$ cat src/rtl/apb2axi_rsp_collector_if.sv
`default_nettype none
//------------------------------------------------------------------------------
// Module      : apb2axi_rsp_collector_if
// Description : Bus bundle for the APB2AXI response collector. It carries:
//               - the AXI B and R channels,
//               - the read-data buffer push port,
//               - the completion-queue push port.
//               Modport 'slave' is the collector's view: it receives B/R and
//               drives rdf_* and cpl_*. Modport 'master' is the surrounding
//               logic's view: the AXI fabric, the read-data buffer and the
//               completion queue.
// Ports       : none (signal bundle only)
// Revision    : 1.0 - initial release
//------------------------------------------------------------------------------
interface apb2axi_rsp_collector_if #(
    parameter int TAG_W        = 4,
    parameter int AXI_DATA_W   = 64,
    parameter int COMPLETION_W = 12 + TAG_W
);
    // AXI B channel
    logic                    bvalid;
    logic                    bready;
    logic [TAG_W-1:0]        bid;
    logic [1:0]              bresp;

    // AXI R channel
    logic                    rvalid;
    logic                    rready;
    logic [TAG_W-1:0]        rid;
    logic [AXI_DATA_W-1:0]   rdata;
    logic [1:0]              rresp;
    logic                    rlast;

    // Read-data buffer push port
    logic                    rdf_valid;
    logic                    rdf_ready;
    logic [AXI_DATA_W-1:0]   rdf_data;
    logic [TAG_W-1:0]        rdf_tag;
    logic                    rdf_last;

    // Completion queue push port
    logic                    cpl_valid;
    logic                    cpl_ready;
    logic [COMPLETION_W-1:0] cpl_entry;

    modport slave (
        input  bvalid, bid, bresp,
        output bready,
        input  rvalid, rid, rdata, rresp, rlast,
        output rready,
        output rdf_valid, rdf_data, rdf_tag, rdf_last,
        input  rdf_ready,
        output cpl_valid, cpl_entry,
        input  cpl_ready
    );

    modport master (
        output bvalid, bid, bresp,
        input  bready,
        output rvalid, rid, rdata, rresp, rlast,
        input  rready,
        input  rdf_valid, rdf_data, rdf_tag, rdf_last,
        output rdf_ready,
        input  cpl_valid, cpl_entry,
        output cpl_ready
    );
endinterface
`default_nettype wire

$ cat src/rtl/apb2axi_rsp_collector.sv
`default_nettype none
//------------------------------------------------------------------------------
// Module      : apb2axi_rsp_collector
// Description : AXI-side response receiver of the APB2AXI converter.
//               - Forwards R beats to the read-data buffer.
//               - Accumulates the beat count and first error response per tag
//                 (AXI ID == directory tag).
//               - Emits one completion entry per finished transaction: a B
//                 handshake, or an R beat with RLAST set.
// Ports       : clk, rst_n (async, active-low)
//               bus         : apb2axi_rsp_collector_if.slave (B, R, rdf, cpl)
//               stat_*_cpl  : completion counters, present only when
//                             APB2AXI_CPL_STATS_EN is defined
// Entry       : {is_write, tag, resp[1:0], error, num_beats[7:0]}
// Revision    : 1.0 - initial release
//------------------------------------------------------------------------------
module apb2axi_rsp_collector #(
    parameter int TAG_NUM      = 16,
    parameter int TAG_W        = $clog2(TAG_NUM),
    parameter int AXI_DATA_W   = 64,
    parameter int COMPLETION_W = 12 + TAG_W
) (
    input  wire logic                  clk,
    input  wire logic                  rst_n,
    apb2axi_rsp_collector_if.slave     bus
`ifdef APB2AXI_CPL_STATS_EN
    ,
    output logic [15:0]                stat_wr_cpl,
    output logic [15:0]                stat_rd_cpl,
    output logic [15:0]                stat_err_cpl
`endif
);

    typedef struct packed {
        logic             is_write;
        logic [TAG_W-1:0] tag;
        logic [1:0]       resp;
        logic             error;
        logic [7:0]       num_beats;
    } completion_entry_t;

    localparam logic [7:0] c_beat_max = 8'hFF;

    // Round-robin pointer: names the source that wins when both request.
    typedef enum logic [0:0] {
        RR_B = 1'b0,
        RR_R = 1'b1
    } rr_state_t;

    rr_state_t         r_rr;
    rr_state_t         w_rr_next;

    logic              r_cpl_valid;
    completion_entry_t r_cpl_entry;
    completion_entry_t w_new_entry;

    logic [7:0]        r_beat_cnt [TAG_NUM];
    logic              r_err_seen [TAG_NUM];
    logic [1:0]        r_err_resp [TAG_NUM];

    logic              w_slot_avail;
    logic              w_b_req;
    logic              w_r_req;
    logic              w_grant_b;
    logic              w_grant_r;
    logic              w_b_fire;
    logic              w_r_beat;
    logic              w_r_last_fire;
    logic [7:0]        w_cur_cnt;

    assign w_slot_avail = !r_cpl_valid || bus.cpl_ready;
    assign w_b_req      = bus.bvalid;
    assign w_r_req      = bus.rvalid && bus.rlast && bus.rdf_ready;

    // Only completing sources compete for the slot; non-last R beats bypass it.
    always_comb begin
        w_grant_b = 1'b0;
        w_grant_r = 1'b0;
        if (w_slot_avail) begin
            if (w_b_req && w_r_req) begin
                w_grant_b = (r_rr == RR_B);
                w_grant_r = (r_rr == RR_R);
            end else begin
                w_grant_b = w_b_req;
                w_grant_r = w_r_req;
            end
        end
    end

    assign bus.bready    = w_slot_avail && w_grant_b;
    assign bus.rready    = bus.rdf_ready && (!bus.rlast || w_grant_r);
    assign bus.rdf_valid = bus.rvalid && (!bus.rlast || w_grant_r);
    assign bus.rdf_data  = bus.rdata;
    assign bus.rdf_tag   = bus.rid;
    assign bus.rdf_last  = bus.rlast;

    assign w_b_fire      = bus.bvalid && bus.bready;
    assign w_r_beat      = bus.rvalid && bus.rready;
    assign w_r_last_fire = w_r_beat && bus.rlast;
    assign w_cur_cnt     = r_beat_cnt[bus.rid];

    always_comb begin
        w_new_entry = '0;
        if (w_b_fire) begin
            w_new_entry.is_write  = 1'b1;
            w_new_entry.tag       = bus.bid;
            w_new_entry.resp      = bus.bresp;
            w_new_entry.error     = bus.bresp[1];
            w_new_entry.num_beats = 8'd1;
        end else if (w_r_last_fire) begin
            w_new_entry.is_write  = 1'b0;
            w_new_entry.tag       = bus.rid;
            // The first error seen in the burst wins over the last beat's resp.
            w_new_entry.resp      = r_err_seen[bus.rid] ? r_err_resp[bus.rid] : bus.rresp;
            w_new_entry.error     = r_err_seen[bus.rid] || bus.rresp[1];
            w_new_entry.num_beats = (w_cur_cnt == c_beat_max) ? c_beat_max : w_cur_cnt + 8'd1;
        end
    end

    // Round-robin state machine
    always_ff @(posedge clk or negedge rst_n) begin
        if (!rst_n) begin
            r_rr <= RR_B;
        end else begin
            r_rr <= w_rr_next;
        end
    end

    always_comb begin
        w_rr_next = r_rr;
        if (w_b_fire) begin
            w_rr_next = RR_R;
        end else if (w_r_last_fire) begin
            w_rr_next = RR_B;
        end
    end

    // Completion slot: a load may coincide with a pop, the new entry then stays.
    always_ff @(posedge clk or negedge rst_n) begin
        if (!rst_n) begin
            r_cpl_valid <= 1'b0;
            r_cpl_entry <= '0;
        end else if (w_b_fire || w_r_last_fire) begin
            r_cpl_valid <= 1'b1;
            r_cpl_entry <= w_new_entry;
        end else if (r_cpl_valid && bus.cpl_ready) begin
            r_cpl_valid <= 1'b0;
        end
    end

    assign bus.cpl_valid = r_cpl_valid;
    assign bus.cpl_entry = r_cpl_entry;

    // Per-tag burst accumulation; the last beat clears the tag for reuse.
    always_ff @(posedge clk or negedge rst_n) begin
        if (!rst_n) begin
            for (int i = 0; i < TAG_NUM; i++) begin
                r_beat_cnt[i] <= '0;
                r_err_seen[i] <= 1'b0;
                r_err_resp[i] <= '0;
            end
        end else if (w_r_beat) begin
            if (bus.rlast) begin
                r_beat_cnt[bus.rid] <= '0;
                r_err_seen[bus.rid] <= 1'b0;
                r_err_resp[bus.rid] <= '0;
            end else begin
                if (w_cur_cnt != c_beat_max) begin
                    r_beat_cnt[bus.rid] <= w_cur_cnt + 8'd1;
                end
                if (bus.rresp[1] && !r_err_seen[bus.rid]) begin
                    r_err_seen[bus.rid] <= 1'b1;
                    r_err_resp[bus.rid] <= bus.rresp;
                end
            end
        end
    end

`ifdef APB2AXI_CPL_STATS_EN
    always_ff @(posedge clk or negedge rst_n) begin
        if (!rst_n) begin
            stat_wr_cpl  <= '0;
            stat_rd_cpl  <= '0;
            stat_err_cpl <= '0;
        end else begin
            if (w_b_fire && stat_wr_cpl != 16'hFFFF) begin
                stat_wr_cpl <= stat_wr_cpl + 16'd1;
            end
            if (w_r_last_fire && stat_rd_cpl != 16'hFFFF) begin
                stat_rd_cpl <= stat_rd_cpl + 16'd1;
            end
            if ((w_b_fire || w_r_last_fire) && w_new_entry.error && stat_err_cpl != 16'hFFFF) begin
                stat_err_cpl <= stat_err_cpl + 16'd1;
            end
        end
    end
`endif

endmodule
`default_nettype wire

$ cat src/flat_wrapper.sv
// flat-port wrapper written by rule: the top's interface ports become plain ports
module apb2axi_rsp_collector_flat 
#(
    parameter int TAG_NUM      = 16,
    parameter int TAG_W        = $clog2(TAG_NUM),
    parameter int AXI_DATA_W   = 64,
    parameter int COMPLETION_W = 12 + TAG_W
)
  (clk, rst_n, bus_bvalid, bus_bid, bus_bresp, bus_bready, bus_rvalid, bus_rid, bus_rdata, bus_rresp, bus_rlast, bus_rready, bus_rdf_valid, bus_rdf_data, bus_rdf_tag, bus_rdf_last, bus_rdf_ready, bus_cpl_valid, bus_cpl_entry, bus_cpl_ready);
  apb2axi_rsp_collector_if #(.TAG_W(TAG_W), .AXI_DATA_W(AXI_DATA_W), .COMPLETION_W(COMPLETION_W)) bus_i ();
  input  wire logic clk;
  input  wire logic rst_n;
  input wire logic [$bits(bus_i.bvalid)-1:0] bus_bvalid;
  input wire logic [$bits(bus_i.bid)-1:0] bus_bid;
  input wire logic [$bits(bus_i.bresp)-1:0] bus_bresp;
  output wire logic [$bits(bus_i.bready)-1:0] bus_bready;
  input wire logic [$bits(bus_i.rvalid)-1:0] bus_rvalid;
  input wire logic [$bits(bus_i.rid)-1:0] bus_rid;
  input wire logic [$bits(bus_i.rdata)-1:0] bus_rdata;
  input wire logic [$bits(bus_i.rresp)-1:0] bus_rresp;
  input wire logic [$bits(bus_i.rlast)-1:0] bus_rlast;
  output wire logic [$bits(bus_i.rready)-1:0] bus_rready;
  output wire logic [$bits(bus_i.rdf_valid)-1:0] bus_rdf_valid;
  output wire logic [$bits(bus_i.rdf_data)-1:0] bus_rdf_data;
  output wire logic [$bits(bus_i.rdf_tag)-1:0] bus_rdf_tag;
  output wire logic [$bits(bus_i.rdf_last)-1:0] bus_rdf_last;
  input wire logic [$bits(bus_i.rdf_ready)-1:0] bus_rdf_ready;
  output wire logic [$bits(bus_i.cpl_valid)-1:0] bus_cpl_valid;
  output wire logic [$bits(bus_i.cpl_entry)-1:0] bus_cpl_entry;
  input wire logic [$bits(bus_i.cpl_ready)-1:0] bus_cpl_ready;
  assign bus_i.bvalid = bus_bvalid;
  assign bus_i.bid = bus_bid;
  assign bus_i.bresp = bus_bresp;
  assign bus_bready = bus_i.bready;
  assign bus_i.rvalid = bus_rvalid;
  assign bus_i.rid = bus_rid;
  assign bus_i.rdata = bus_rdata;
  assign bus_i.rresp = bus_rresp;
  assign bus_i.rlast = bus_rlast;
  assign bus_rready = bus_i.rready;
  assign bus_rdf_valid = bus_i.rdf_valid;
  assign bus_rdf_data = bus_i.rdf_data;
  assign bus_rdf_tag = bus_i.rdf_tag;
  assign bus_rdf_last = bus_i.rdf_last;
  assign bus_i.rdf_ready = bus_rdf_ready;
  assign bus_cpl_valid = bus_i.cpl_valid;
  assign bus_cpl_entry = bus_i.cpl_entry;
  assign bus_i.cpl_ready = bus_cpl_ready;
  apb2axi_rsp_collector #(.TAG_NUM(TAG_NUM), .TAG_W(TAG_W), .AXI_DATA_W(AXI_DATA_W), .COMPLETION_W(COMPLETION_W)) u_core (.clk(clk), .rst_n(rst_n), .bus(bus_i));
endmodule
$ cat config.mk
export PLATFORM = sky130hd
export DESIGN_NAME = apb2axi_rsp_collector_flat
export DESIGN_NICKNAME = d
export VERILOG_FILES = /design/src/rtl/apb2axi_rsp_collector_if.sv /design/src/rtl/apb2axi_rsp_collector.sv /design/src/flat_wrapper.sv
export SDC_FILE = /design/constraint.sdc
export NUM_CORES = 1
export LEC_CHECK = 0
export BUFFER_PORTS_ARGS = -buffer_cell sky130_fd_sc_hd__buf_4
export CAP_MARGIN = 10
export CORE_ASPECT_RATIO = 1.5
export CORE_MARGIN = 5
export CORE_UTILIZATION = 56
export DETAILED_ROUTE_END_ITERATION = 16
export GPL_ROUTABILITY_DRIVEN = 0
export GPL_TIMING_DRIVEN = 0
export PLACE_DENSITY_LB_ADDON = 0.15
export SETUP_SLACK_MARGIN = 0.02
export SLEW_MARGIN = 15
export SYNTH_ARGS = -nofsm -noshare
export SYNTH_HDL_FRONTEND = slang
export SYNTH_SLANG_ARGS = --single-unit
$ cat constraint.sdc
create_clock -name clk -period 4 [get_ports clk]
set_clock_uncertainty 0.2 [all_clocks]
set_input_delay 0.6 -clock clk [delete_from_list [all_inputs] [get_ports clk]]
set_output_delay 0.6 -clock clk [all_outputs]
set_load 0.05 [all_outputs]
# Word-level counts from Yosys, hierarchy flattened
# Index checks and enable logic that the tools add are counted.
dict set report word_totals {
  regBits 194
  latchBits 0
  mem_bits_rw 0
  romBits 0
  word_cells 129
  mem_count 0
}
dict set report op_classes {
  n_addsub 1
  n_mul 0
  n_div 0
  order_cmp 2
  n_eq_ne 2
  shift 0
  mux 35
  n_bitwise 9
  reduce_logical 25
}
# cell n
set op_table {}
lappend op_table {{$mux W128} 2}
lappend op_table {{$and A128 B128 Y128} 1}
lappend op_table {{$bwmux W128} 1}
lappend op_table {{$not A128 Y128} 1}
lappend op_table {{$mux W32} 2}
lappend op_table {{$mux W16} 3}
lappend op_table {{$and A32 B32 Y32} 1}
lappend op_table {{$bmux W8 S4} 1}
lappend op_table {{$bwmux W32} 1}
lappend op_table {{$demux W8 S4} 1}
lappend op_table {{$mux W8} 4}
lappend op_table {{$not A32 Y32} 1}
lappend op_table {{$and A16 B16 Y16} 1}
lappend op_table {{$not A16 Y16} 1}
lappend op_table {{$or A16 B16 Y16} 1}
lappend op_table {{$mux W15} 1}
lappend op_table {{$logic_and A1 B1 Y1} 12}
lappend op_table {{$mux W1} 11}
lappend op_table {{$add A8 B1 Y8 const B} 1}
lappend op_table {{$bmux W2 S4} 1}
lappend op_table {{$demux W2 S4} 1}
lappend op_table {{$eq A8 B8 Y1 const B} 1}
lappend op_table {{$mux W2} 4}
lappend op_table {{$ne A8 B8 Y1 const B} 1}
lappend op_table {{10 further kinds} 19}

# Logic depth before layout (Yosys ltp)
dict set report logic_depth {
  word_depth 11
  mapped_depth 13
}

# Worst setup path after synthesis
# OpenSTA, ideal clock, no wires.
dict set report synth_timing {
  path_kind {input -> register}
  startpoint {input bus_rid[0]}
  endpoint {register u_core.r_beat_cnt[64] (netlist bit)}
  t_arrival_ns 3.167
  required_time_ns 3.672
  path_slack_ns 0.506
  stages 13
  path_cell_list {buf_2 -> buf_4 -> mux4_2 -> a22oi_1 -> nand2_1 -> ha_1 -> inv_1 -> a41oi_1 -> nand3_1 -> a2bb2oi_4 -> buf_6 -> nand3_4 -> mux2_1}
}
dict set report synth_between {
  elab_chain_len 8
}
# item line
set synth_lines {}
lappend synth_lines {{start: declaration} flat_wrapper.sv:18} ;# input wire logic [$bits(bus_i.rid)-1:0] bus_rid;
lappend synth_lines {{$not A4 Y5 (implied by the code) *} {apb2axi_rsp_collector.sv:100, apb2axi_rsp_collector.sv:164, apb2axi_rsp_collector.sv:169}}
lappend synth_lines {{$bmux W8 S4 (tied with other cells)} apb2axi_rsp_collector.sv:100} ;# assign w_cur_cnt = r_beat_cnt[bus.rid];
lappend synth_lines {{$mux W8 (implied by the code) or $logic_and A1 B1 Y1 (tied branches)} {apb2axi_rsp_collector.sv:100, apb2axi_rsp_collector.sv:164, apb2axi_rsp_collector.sv:169}}
lappend synth_lines {{$mux W8 (on tied branches)} {apb2axi_rsp_collector.sv:100, apb2axi_rsp_collector.sv:164, apb2axi_rsp_collector.sv:169}}
lappend synth_lines {{$add A8 B1 Y8 or $demux W8 S4 (tied branches)} {apb2axi_rsp_collector.sv:169, apb2axi_rsp_collector.sv:164}}
lappend synth_lines {{$bwmux W128 or $not A128 Y128 (tied branches)} n/a}
lappend synth_lines {{$mux W128 or $and A128 B128 Y128 (tied branches)} n/a}
lappend synth_lines {{$mux W128} apb2axi_rsp_collector.sv:163} ;# if (bus.rlast) begin
lappend synth_lines {{end signal: indexed assignment} apb2axi_rsp_collector.sv:169} ;# r_beat_cnt[bus.rid] <= w_cur_cnt + 8'd1;
lappend synth_lines {{end: declaration} apb2axi_rsp_collector.sv:57} ;# logic [7:0] r_beat_cnt [TAG_NUM];
# Every way passes the cells marked *; elsewhere a longest branch is shown, timed or not. The select of a mux whose other input is x is not followed.
# A chain may end at the register's enable or synchronous reset.

# Worst setup path in the final report
dict set report layout_timing {
  startpoint {input bus_rid[1]}
  endpoint {register u_core.r_beat_cnt[122] (netlist bit)}
}
# Same word-level chain as after synthesis.

==> results.json <==
{
  "hold_slack_ns": 0.208,
  "dr.pass1.iters": 5,
  "syn_area_per_cell_um2": 13.6,
  "finalSetupViolCount": 0,
  "ys_top_cells_by_area": "dfrtp_1, mux2_2, mux4_2, buf_4, mux2_1",
  "maxCapViolCount": 0,
  "slowest_stage": "clkdlybuf4s15_1",
  "final_cell_mix": "dfrtp_1, buf_4, mux2_2",
  "io_pins": 172,
  "clock_sinks": 193,
  "hp-class": "in -> reg",
  "drc_errors": 0,
  "synth_top_area_cell": "dfrtp_1",
  "crit_chain": "clkdlybuf4s15_1, mux4_2, a22oi_1, nand2_1, ha_1, inv_1, a41oi_1, nand3_1, nor3b_1, o31ai_1, a22o_1",
  "layout_commonest_cell": "dfrtp_1",
  "yosys_most_used_dff": "dfrtp_1",
  "ant_nets": 0,
  "antenna_found_initial": 0,
  "start_kind": "primary input",
  "grt-ovfl-total": 0,
  "hold_violations": 0,
  "die-area_mm2": 0.0202,
  "arrival_ns": 4.00,
  "drive_gt1_share_pct": 48.9,
  "grt_usage_pct": 25.1,
  "die_h_um": 171,
  "grt_max_degree": 105,
  "leakage_nw": 5.55,
  "dp_slack_ns": -0.203,
  "seqPwrFrac_pct": 46.1,
  "start_util_pct": 56.6,
  "syn-num-nets": 798,
  "clock_path_buffers": 2,
  "antennaDiodeCount": 0,
  "power.switching_w": 0.00129,
  "cts_tree": "done",
  "status": "finished clean",
  "port-buffer-count": 103,
  "combPwrFrac_pct": 16.2,
  "synth_top_area_share_pct": 49.6,
  "cp.required_ns": 4.12,
  "synth_edf_count": 0,
  "endpoint_kind": "flip-flop",
  "routed_via_density": 5.96,
  "clock_power_share_pct": 37.7,
  "cts_max_level": 4,
  "r2r_cells": 10,
  "path_clk_slew_ns": 0.07,
  "grt_pass1_wl_um": 39100,
  "switching_share_pct": 28.2,
  "yosysWarnings": 0,
  "power_density_mw_per_mm2": 400,
  "synth_seq_area_share_pct": 49.6,
  "drtIter0Drc": 427,
  "fin_nets": 922,
  "period_share_pct": 97.0,
  "ys_types": 47,
  "path_buf_inv": 2,
  "critPathKind": "in -> reg",
  "synth-async-reset-ratio_pct": 100,
  "synth_area_mm2": 0.00973,
  "cts_buffers": 17,
  "first_global_vias": 6945,
  "synthToLayoutAreaGrowth_pct": 17.3,
  "critPathMaxFanout": 10,
  "rsz0062_at_grt": "no",
  "whs_path_depth": 3,
  "clock_latency_ns": 0.44,
  "ys_seq_elements": 193,
  "crit_family": "simple AND/OR/NAND/NOR gates",
  "setup_slack_ns": 0.121,
  "p_int_w": 0.00328,
  "tightest_slew_ns": 0.818,
  "cpPeakStageDelay_ns": 0.70,
  "synthCells": 714,
  "layout_min_cycle_time_ns": 3.88,
  "root_buffer": "clkbuf_16",
  "num_vias": 6338,
  "ir_worst_vdd_v": 0.000300,
  "max_slew_margin_pct": 45.2,
  "die_w_um": 118,
  "cp.depth": 11,
  "drv_slew": 0,
  "drt_wl_total_um": 24900,
  "post_drt_wl_per_cell_um": 23.4,
  "placementRows": 59,
  "dp_hpwl_um": 18100,
  "fmax_mhz": 258,
  "fp.coreArea_mm2": 0.0172
}
what timing repair did:
item / CTS / global route
resized for setup: 0 / 1
hold buffers: 1 / 0
buffers inserted: 0 / 0
setup endpoints to repair: 0 / 3
hold endpoints to repair: 4 / 0
synth_stat cells, types with 12 or more instances:
cell type  number
dfrtp_1       193
mux2_2        112
buf_4          71
nand2_1        56
mux4_2         47
mux2_1         29
o21ai_0        27
a22oi_1        21
clkbuf_1       18
nand3_4        14
nand3_1        13
buf_2          12
flip-flops by register name, summed over array words and instances (netlist names), named ones only:
| register | cells |
|---|---|
| u_core.r_err_resp | 32 |
| u_core.bus.cpl_valid | 1 |
| u_core.r_beat_cnt | 128 |
| u_core.bus.cpl_entry | 16 |
worst reg2reg max path, cell delays in order (launching register included):
cell	delay, ns
dfrtp_1	0.38
mux4_2	0.52
a22oi_1	0.18
nand2_1	0.19
ha_1	0.28
inv_1	0.07
a41oi_1	0.05
nand3_1	0.20
a2bb2oi_4	0.26
nand3_1	0.49
mux2_2	0.47
power by group through the flow:
stage	logic [W]	registers, W	clock network (W)
global route	0.000788	0.00212	0.00182
finish	0.000741	0.00211	0.00172
global placement	0.000726	0.00213	0
floorplan	0.000461	0.00218	0
detailed placement	0.000745	0.00214	0
CTS	0.000749	0.00210	0.00173
cells by family (layout without fill, tap and decap cells):
family	after synthesis	after routing	synth area share, %
adders and majority gates	1	1	0.129
buffers and inverters	116	252	7.79
DFF	193	193	49.6
muxes	196	196	28.3
and+or+nand+nor	123	123	8.05
xor gates and xnor gates	4	4	0.360
AOI/OAI and AO/OA	81	81	5.72
worst paths after layout:
path | from | slack [ns] | end
hold reg to reg | u_core.r_err_resp[9]$_DFFE_PN0P_ | 0.28 | u_core.r_err_resp[9]$_DFFE_PN0P_
max in group asynchronous | rst_n | 2.11 | u_core.r_beat_cnt[10]$_DFFE_PN0P_
setup / recovery | bus_rid[1] | 0.12 | u_core.r_beat_cnt[122]$_DFFE_PN0P_
min in group asynchronous | rst_n | 0.57 | u_core.r_err_resp[14]$_DFFE_PN0P_
setup reg to reg | u_core.r_beat_cnt[96]$_DFFE_PN0P_ | 0.60 | u_core.r_beat_cnt[41]$_DFFE_PN0P_
hold / removal | bus_bid[3] | 0.21 | u_core.bus.cpl_entry[14]$_DFFE_PN0P_
per-stage QoR:
step / utilization (%) / TNS, ns / cells / total power [W] / cell area, um2
final: 66.4 / 0 / 1063 / 0.00457 / 11400
after global routing: 66.4 / 0 / 1063 / 0.00473 / 11400
after CTS: 66.3 / 0 / 1063 / 0.00459 / 11400
after detailed placement: 62.8 / -11.40 / 1031 / 0.00289 / 10800
after global placement: 62.6 / -7.13 / 1030 / 0.00286 / 10800
after floorplan: - / 0 / 714 / 0.00264 / 9730
metal layers:
layer  track usage [%]  share of wire (%)  wire length (um)
met1              29.5                 37              9270
met2              45.0                 55             13700
met3              4.70                4.2              1050
met4              10.7                3.4               846
met5                 0                  0                 0
final cells by class:
class / count / area [um2]
Tap cell: 213 / 267
Inverter: 4 / 15.0
Multi-Input combinational cell: 405 / 4140
Fill cell: 1271 / 5790
Clock buffer: 19 / 443
Timing Repair Buffer: 105 / 818
Buffer: 112 / 749
Clock inverter: 12 / 149
Sequential cell: 193 / 4830
(Power assumes the default switching activity.)
